## src/rtl/cacheline_burst_responder.sv

```systemverilog
// cacheline_burst_responder
// Accepts one full-line read or write from the cache arbiter's downstream port
// (held request / single-cycle response) and turns it into a fixed-length
// burst on the physical-memory port. Read beats are assembled into a line
// buffer; the write line is latched and presented one beat at a time.
// Beat k occupies line bits [k*s_burst +: s_burst], so beat 0 is the LSBs.

module cacheline_burst_responder #(
  parameter int s_offset = 5,
  parameter int s_line   = 256,
  parameter int s_burst  = 64
) (
  input  logic                clk,
  input  logic                rst,

  // line-request side (arbiter downstream port)
  input  logic                line_read,
  input  logic                line_write,
  input  logic [31:0]         line_address,
  input  logic [s_line-1:0]   line_wdata,
  output logic                line_resp,
  output logic [s_line-1:0]   line_rdata,

  // physical-memory burst side
  output logic                pmem_read,
  output logic                pmem_write,
  output logic [31:0]         pmem_address,
  output logic [s_burst-1:0]  pmem_wdata,
  input  logic                pmem_resp,
  input  logic [s_burst-1:0]  pmem_rdata
);

  localparam int BEATS = s_line / s_burst;
  localparam int CNT_W = (BEATS > 1) ? $clog2(BEATS) : 1;
  localparam logic [CNT_W-1:0] LAST_BEAT = CNT_W'(BEATS - 1);

  typedef enum logic [1:0] {
    IDLE  = 2'd0,
    READ  = 2'd1,
    WRITE = 2'd2,
    DONE  = 2'd3
  } state_t;

  state_t state_reg;
  state_t state_next;

  logic [CNT_W-1:0]   count_reg;
  logic [31:0]        addr_reg;
  logic [s_line-1:0]  wline_reg;
  logic [s_burst-1:0] rbeat_reg [BEATS];
  logic [s_burst-1:0] wbeat     [BEATS];

  // Handshake decodes. A simultaneous read and write is illegal; read wins.
  logic accept_rd;
  logic accept_wr;
  logic in_burst;
  logic beat_ack;
  logic last_ack;

  assign accept_rd = (state_reg == IDLE) && line_read;
  assign accept_wr = (state_reg == IDLE) && line_write && !line_read;
  assign in_burst  = (state_reg == READ) || (state_reg == WRITE);
  // pmem_resp outside a burst (IDLE or DONE) is ignored.
  assign beat_ack  = in_burst && pmem_resp;
  assign last_ack  = beat_ack && (count_reg == LAST_BEAT);

  // State register.
  always_ff @(posedge clk) begin
    if (rst) begin
      state_reg <= IDLE;
    end else begin
      state_reg <= state_next;
    end
  end

  // Next-state logic: request sampled only in IDLE, burst ends on the last beat ack.
  always_comb begin
    state_next = state_reg;
    unique case (state_reg)
      IDLE: begin
        if (accept_rd) begin
          state_next = READ;
        end else if (accept_wr) begin
          state_next = WRITE;
        end
      end
      READ: begin
        if (last_ack) begin
          state_next = DONE;
        end
      end
      WRITE: begin
        if (last_ack) begin
          state_next = DONE;
        end
      end
      DONE: begin
        state_next = IDLE;
      end
      default: begin
        state_next = IDLE;
      end
    endcase
  end

  // Outputs decoded from state: strobes held for the whole burst, one-cycle resp.
  always_comb begin
    line_resp  = 1'b0;
    pmem_read  = 1'b0;
    pmem_write = 1'b0;
    unique case (state_reg)
      READ:    pmem_read  = 1'b1;
      WRITE:   pmem_write = 1'b1;
      DONE:    line_resp  = 1'b1;
      default: begin
        line_resp  = 1'b0;
      end
    endcase
  end

  // Beat counter: cleared on acceptance, advanced on every acknowledged beat.
  always_ff @(posedge clk) begin
    if (rst) begin
      count_reg <= '0;
    end else if (accept_rd || accept_wr) begin
      count_reg <= '0;
    end else if (beat_ack) begin
      count_reg <= count_reg + 1'b1;
    end
  end

  // Address and write line latched at acceptance; later changes on line_* are ignored.
  always_ff @(posedge clk) begin
    if (rst) begin
      addr_reg  <= '0;
      wline_reg <= '0;
    end else if (accept_rd) begin
      addr_reg  <= {line_address[31:s_offset], {s_offset{1'b0}}};
    end else if (accept_wr) begin
      addr_reg  <= {line_address[31:s_offset], {s_offset{1'b0}}};
      wline_reg <= line_wdata;
    end
  end

  // Per-beat slicing of the write line and per-beat capture of read data.
  generate
    for (genvar gi = 0; gi < BEATS; gi++) begin : g_beat
      assign wbeat[gi] = wline_reg[gi*s_burst +: s_burst];

      // Capture a read beat into its slot when it is acknowledged.
      always_ff @(posedge clk) begin
        if (rst) begin
          rbeat_reg[gi] <= '0;
        end else if ((state_reg == READ) && pmem_resp && (count_reg == CNT_W'(gi))) begin
          rbeat_reg[gi] <= pmem_rdata;
        end
      end

      assign line_rdata[gi*s_burst +: s_burst] = rbeat_reg[gi];
    end
  endgenerate

  // The current write beat only moves after its ack, so it is stable until taken.
  assign pmem_wdata   = wbeat[count_reg];
  assign pmem_address = addr_reg;

endmodule

```

## config.mk

```make
export PLATFORM = sky130hd
export DESIGN_NAME = cacheline_burst_responder
export DESIGN_NICKNAME = d
export VERILOG_FILES = /design/src/rtl/cacheline_burst_responder.sv
export SDC_FILE = /design/constraint.sdc
export NUM_CORES = 1
export LEC_CHECK = 0
export ABC_AREA = 1
export CAP_MARGIN = 30
export CORE_AREA = 2 2 273 275
export DETAILED_ROUTE_END_ITERATION = 12
export DIE_AREA = 0 0 275 277
export GPL_ROUTABILITY_DRIVEN = 1
export SLEW_MARGIN = 20
export SYNTH_ARGS = -nofsm -noshare
export SYNTH_HDL_FRONTEND = slang
export SYNTH_SLANG_ARGS = --single-unit
```

## constraint.sdc

```tcl
create_clock -name clk -period 7.63 [get_ports clk]
set_clock_uncertainty 0.2 [all_clocks]
set_input_delay 1.1445 -clock clk [delete_from_list [all_inputs] [get_ports clk]]
set_output_delay 1.1445 -clock clk [all_outputs]
set_load 0.01 [all_outputs]
```

# Word level (Yosys, flattened, before mapping)
# Memory sizes are Yosys's and may differ from the RTL's.
# Index checks and enable logic that the tools add are counted.
# op_classes
reduce_logical	20
muxes	30
eq_ne	8
n_bitwise	6
n_lt_le_gt_ge	1
n_addsub	1
# op_table
operator	n
$mux W64	6
$bmux W64 S2	1
$mux W32	2
$mux W1	17
$logic_and A1 B1 Y1	10
$eq A2 B2 Y1 const B	4
$mux W2	3
$pmux W2 S3	1
$eq A2 B1 Y1 const B	2
$logic_not A2 Y1	2
$or A1 B1 Y1	4
$reduce_and A2 Y1	2
$reduce_or A2 Y1	2
$ge A3 B3 Y1 const B	1
$ne A3 B3 Y1 const B	1
$not A2 Y3	1
$add A2 B1 Y2 const B	1
$logic_or A1 B1 Y1	2
$ne A2 B1 Y1 const B	1
$reduce_bool A2 Y1	1
$logic_not A1 Y1	1
$not A1 Y1	1
# totals
mem_bits_rw	256
n_memories	1
register_bits	287
output_inout_bits	355
# memory_table
name	words	word_bits	rd	rd_clocked_by_memory_dff	write_ports	line_no	source
rbeat_reg	4	64	4	0	4	50	logic [s_burst-1:0] rbeat_reg [BEATS];

# Logic depth before layout (Yosys ltp)
# depth
ltp_word	7
ltp_mapped	9
depth_no_buf	9

# Worst setup path after synthesis
# OpenSTA, ideal clock, no wires.
# synth_timing
path_type	input-to-reg
startpoint	input port pmem_resp
endpoint	memory rbeat_reg[3][0], enable pin
required_time_ns	6.856
cell_stages	2
setup_time_ns	0.574
path_slack_ns	1.134
arrival_ns	5.722
path_buffers	0
path_cell_list	nand2_1 -> o21ai_0
# synth_rtl
element	line_no	source
start: declaration	29	input logic pmem_resp,
end: declaration	50	

# Worst setup path in the final report
# layout_timing
startpoint	register count_reg[0]
endpoint	output port pmem_wdata[28]
# layout_between
elab_chain_len	4
# layout_rtl
element	line_no	source
start: declaration	47	logic [CNT_W-1:0] count_reg;
start signal: assignment	128	count_reg <= count_reg + 1'b1;
$not A2 Y3 (implied by the code)	164	assign pmem_wdata = wbeat[count_reg];
$bmux W64 S2	164	
$mux W64 (implied by the code) (2 in series)	164	
end: declaration	28	output logic [s_burst-1:0] pmem_wdata,
# No other way between the ends. The select of a mux whose other input is x is not followed.

==> results.txt <==
The run finished with clean final reports. Per report_power, the combinational group accounts for 22.5% of the total. The global-route wire length before repair is around 110000 µm. The max-cap violation count came out at 0. The cell leakage power came out at 11.8 nW.

In the post-synthesis netlist, the biggest area contributors are edfxtp_1 37%, dfxtp_1 28%, nor2_1 17%. The analysis attributes to net switching a power of 2.42 mW. The category of the worst setup path launch point is a flip-flop.

The cell type with the largest total area after synthesis is edfxtp_1. The total wire length after detailed routing came out at around 75000 µm. The floorplan die area came out at 76200 µm².

The number of vias per cell after detailed routing came out at 4.51. The number of sinks handled by clock tree synthesis is 543. In this run the worst hold path is classified as flip-flop to flip-flop.

In the final routed layout, each cell accounts on average for 19.1 µm. In this run, distinct cell masters in the synthesized netlist total 24. The setup total negative slack is 0 ns.

The mean instance size in the synthesized netlist is 9.24 µm². The maximum fanout along the worst path is 82. The number of buffers added by the clock tree synthesis step came out at 59.

Gates resized during post-CTS repair numbered 0. The main combinational cell family by area after synthesis is simple AND/OR/NAND/NOR gates. The routed design could run at a clock period as short as 5.00 ns. The aggregate global-route resource usage came out at 18.6%. The DRC violations left is 0. In the finished design, the share of the clock period the worst path needs comes to 65.5%. The number of buffers added on ports is 701. For this run, the number of Yosys warnings is 0. The global route total overflow came out at 0.

The proportion of total power due to net switching is 28.7%. The CTS H-tree depth is 2. In this run the vertical extent of the chip is 277 µm.

The worst hold margin is 0.276 ns. The post-synthesis xor/xnor area fraction came out at 0.0420%. STA puts the critical path data required time at 6.29 ns. Registers are responsible for 42.1% of the overall power. At the end of routability-driven placement, the weighted congestion stood at 0.851.

The areal power density over the cells is 275 nW/µm². The core outline area is 73600 µm². By startpoint and endpoint, the worst setup path is classified as flip-flop to primary output.

The normalized max-slew margin came out at 35.5%. The instance count of the mapped netlist is 2255. The arithmetic-cell share of the synthesized area counting full adders, half adders and majority gates came out at less than 1%. The insertion delay of the later-clocked pin in the worst-skew pair is around 0.64 ns. The worst setup path is captured at a primary output. The residual antenna-violating net count after detailed routing is 0. The mapped netlist covers ~21000 µm².

The share of the Yosys chip area taken by registers is 64.5%. The clock passes through at most 3 buffers. The clock group share of total power is 35.4%. The maximum clock frequency came out at ~200 MHz. The number of hold violations in the final report is 0. After floorplanning, the core was divided into 100 placement rows. The highest ir drop seen on vdd came out at 179 µV. 712 I/O pins were placed.

The ratio of cells with drive above 1 in the final layout is 4.71%. The layout overhead on the synthesized area is 47.3%. The number of hold buffers added after CTS came out at 0. The synthesized netlist devotes 11.9% of its cell area to compound gates. The number of detailed-routing iterations run before antenna repair came out at 5. The clock-pin slew on the worst setup and hold paths is 0.06 ns.

The final max-slew violation count is 0. The number of nets at the end of the flow is 3242. The overall die width came out at 275 µm. The HPWL after detailed placement is 50400 µm.

The share of Yosys cell area claimed by the top area cell type is a little under two fifths. The number of post-CTS setup repair buffers came out at 0. The maximum number of pins on one net before global-route repair is 176. For this block, the via count after detailed routing is ~18000. TritonCTS built the clock tree.

At the pin with the least slew margin, the transition time is 0.968 ns. The placement-stage worst setup slack is 3.06 ns. The cell sitting at the root of the clock tree is a clkbuf_16.

The initial antenna violation count is 25. The internal power contribution came out at 6.02 mW. Data on the critical path arrives at its endpoint at 3.65 ns. The number of setup violations in the final report is 0. Once routing completed, OpenROAD measured the worst setup slack at 2.63 ns. The multiplexer share of the synthesized area came out at 0%. After the first detailed-routing iteration, the DRC count stood at 1273. The flop and latch count out of synthesis came out at 543. The initial core utilization is 28.3%. The number of global-route vias before repair is 16600. Setup repair after global routing left no endpoint under its margin. The simple-gate portion of the synthesized area came out at around 18%.
## cell type report
type,count,area (µm²)
repair buffers,720,7250
diodes,14,35.0
clock inverters,33,368
clock buffers,79,1680
multi-input cells,1476,6410
well taps,969,1210
inverters,76,299
fillers,7304,42900
flip-flops and latches,543,13400
## cell families after synthesis
logic type	after synthesis
and+or+nand+nor	981
xor gates and xnor gates	1
adders and majority gates	9
buffers and inverters	240
AOI/OAI and AO/OA	480
DFF	543
other	1
## path summary, 6_finish.rpt
kind / from / to / slack (ns) / cells past startpoint
max: count_reg[0] / pmem_wdata[28] / 2.63 / 4
max reg2reg: state_reg[0] / wline_reg[46] / 4.18 / 7
min: wline_reg[114] / wline_reg[114] / 0.28 / 2
min reg2reg: wline_reg[114] / wline_reg[114] / 0.28 / 2
## cell usage in the layout, fill, tap and decap left out, types with 5 or more instances in the layout
cell / synthesis / final
o21ai_1: 79 / 79
clkdlybuf4s50_1: 0 / 701
inv_1: 70 / 69
clkbuf_1: 71 / 8
nor2_1: 952 / 952
clkinv_2: 0 / 16
buf_4: 18 / 13
bufinv_16: 0 / 6
dfxtp_1: 287 / 285
diode_2: 0 / 14
ha_1: 9 / 9
clkbuf_8: 0 / 11
edfxtp_1: 256 / 256
clkbuf_16: 0 / 60
nand2_1: 17 / 14
inv_6: 0 / 5
clkinv_1: 0 / 5
o22ai_1: 64 / 64
conb_1: 1 / 5
o21ai_0: 334 / 333
## Yosys cell counts
master,count
buf_4,18
dfxtp_1,287
o21ai_1,79
nand3_2,4
inv_1,70
buf_2,73
nand2_1,17
nand2_2,1
or2_2,1
o22ai_1,64
nor3_1,1
ha_1,9
o21ai_0,334
nand3_4,1
nor2_1,952
conb_1,1
clkbuf_1,71
xor2_1,1
edfxtp_1,256
nand3_1,4
clkbuf_2,2
a211oi_1,1
a21oi_1,2
inv_2,6
## through the flow
| stage | std cells | power, mW | utilization, % | area [µm²] |
|---|---|---|---|---|
| 5_1_grt | 3908 | 8.86 | 41.7 | 30700 |
| 3_3_place_gp | 3779 | 5.51 | 38.7 | 28500 |
| 3_5_place_dp | 3784 | 5.53 | 38.9 | 28600 |
| 2_1_floorplan | 2259 | 4.56 | - | 20900 |
| 6_report | 3910 | 8.44 | 41.7 | 30700 |
| 4_1_cts | 3896 | 8.54 | 41.7 | 30700 |
## metal layers
metal / up-vias / global-route usage (%) / wire length, µm
li1: 8696 / - / -
met1: 8201 / 21.7 / 29100
met5: - / 0 / 87
met3: 134 / 5.77 / 6390
met2: 579 / 31.7 / 36600
met4: 14 / 7.25 / 2310
## power groups by stage
stage	Clock (mW)	Sequential (mW)	Combinational, mW
final	2.99	3.55	1.90
after global routing	3.17	3.59	2.10
after floorplan	0	3.64	0.919
after detailed placement	0	3.62	1.92
after global placement	0	3.60	1.91
after CTS	3.06	3.55	1.93
## worst max-delay path: stages, from the launching register on
cell             delay [ns]
dfxtp_4                0.76
buf_4                  0.82
o21ai_0                0.35
o22ai_1                0.40
clkdlybuf4s50_1        0.63
No activity file was read; power rests on OpenSTA's default activity.
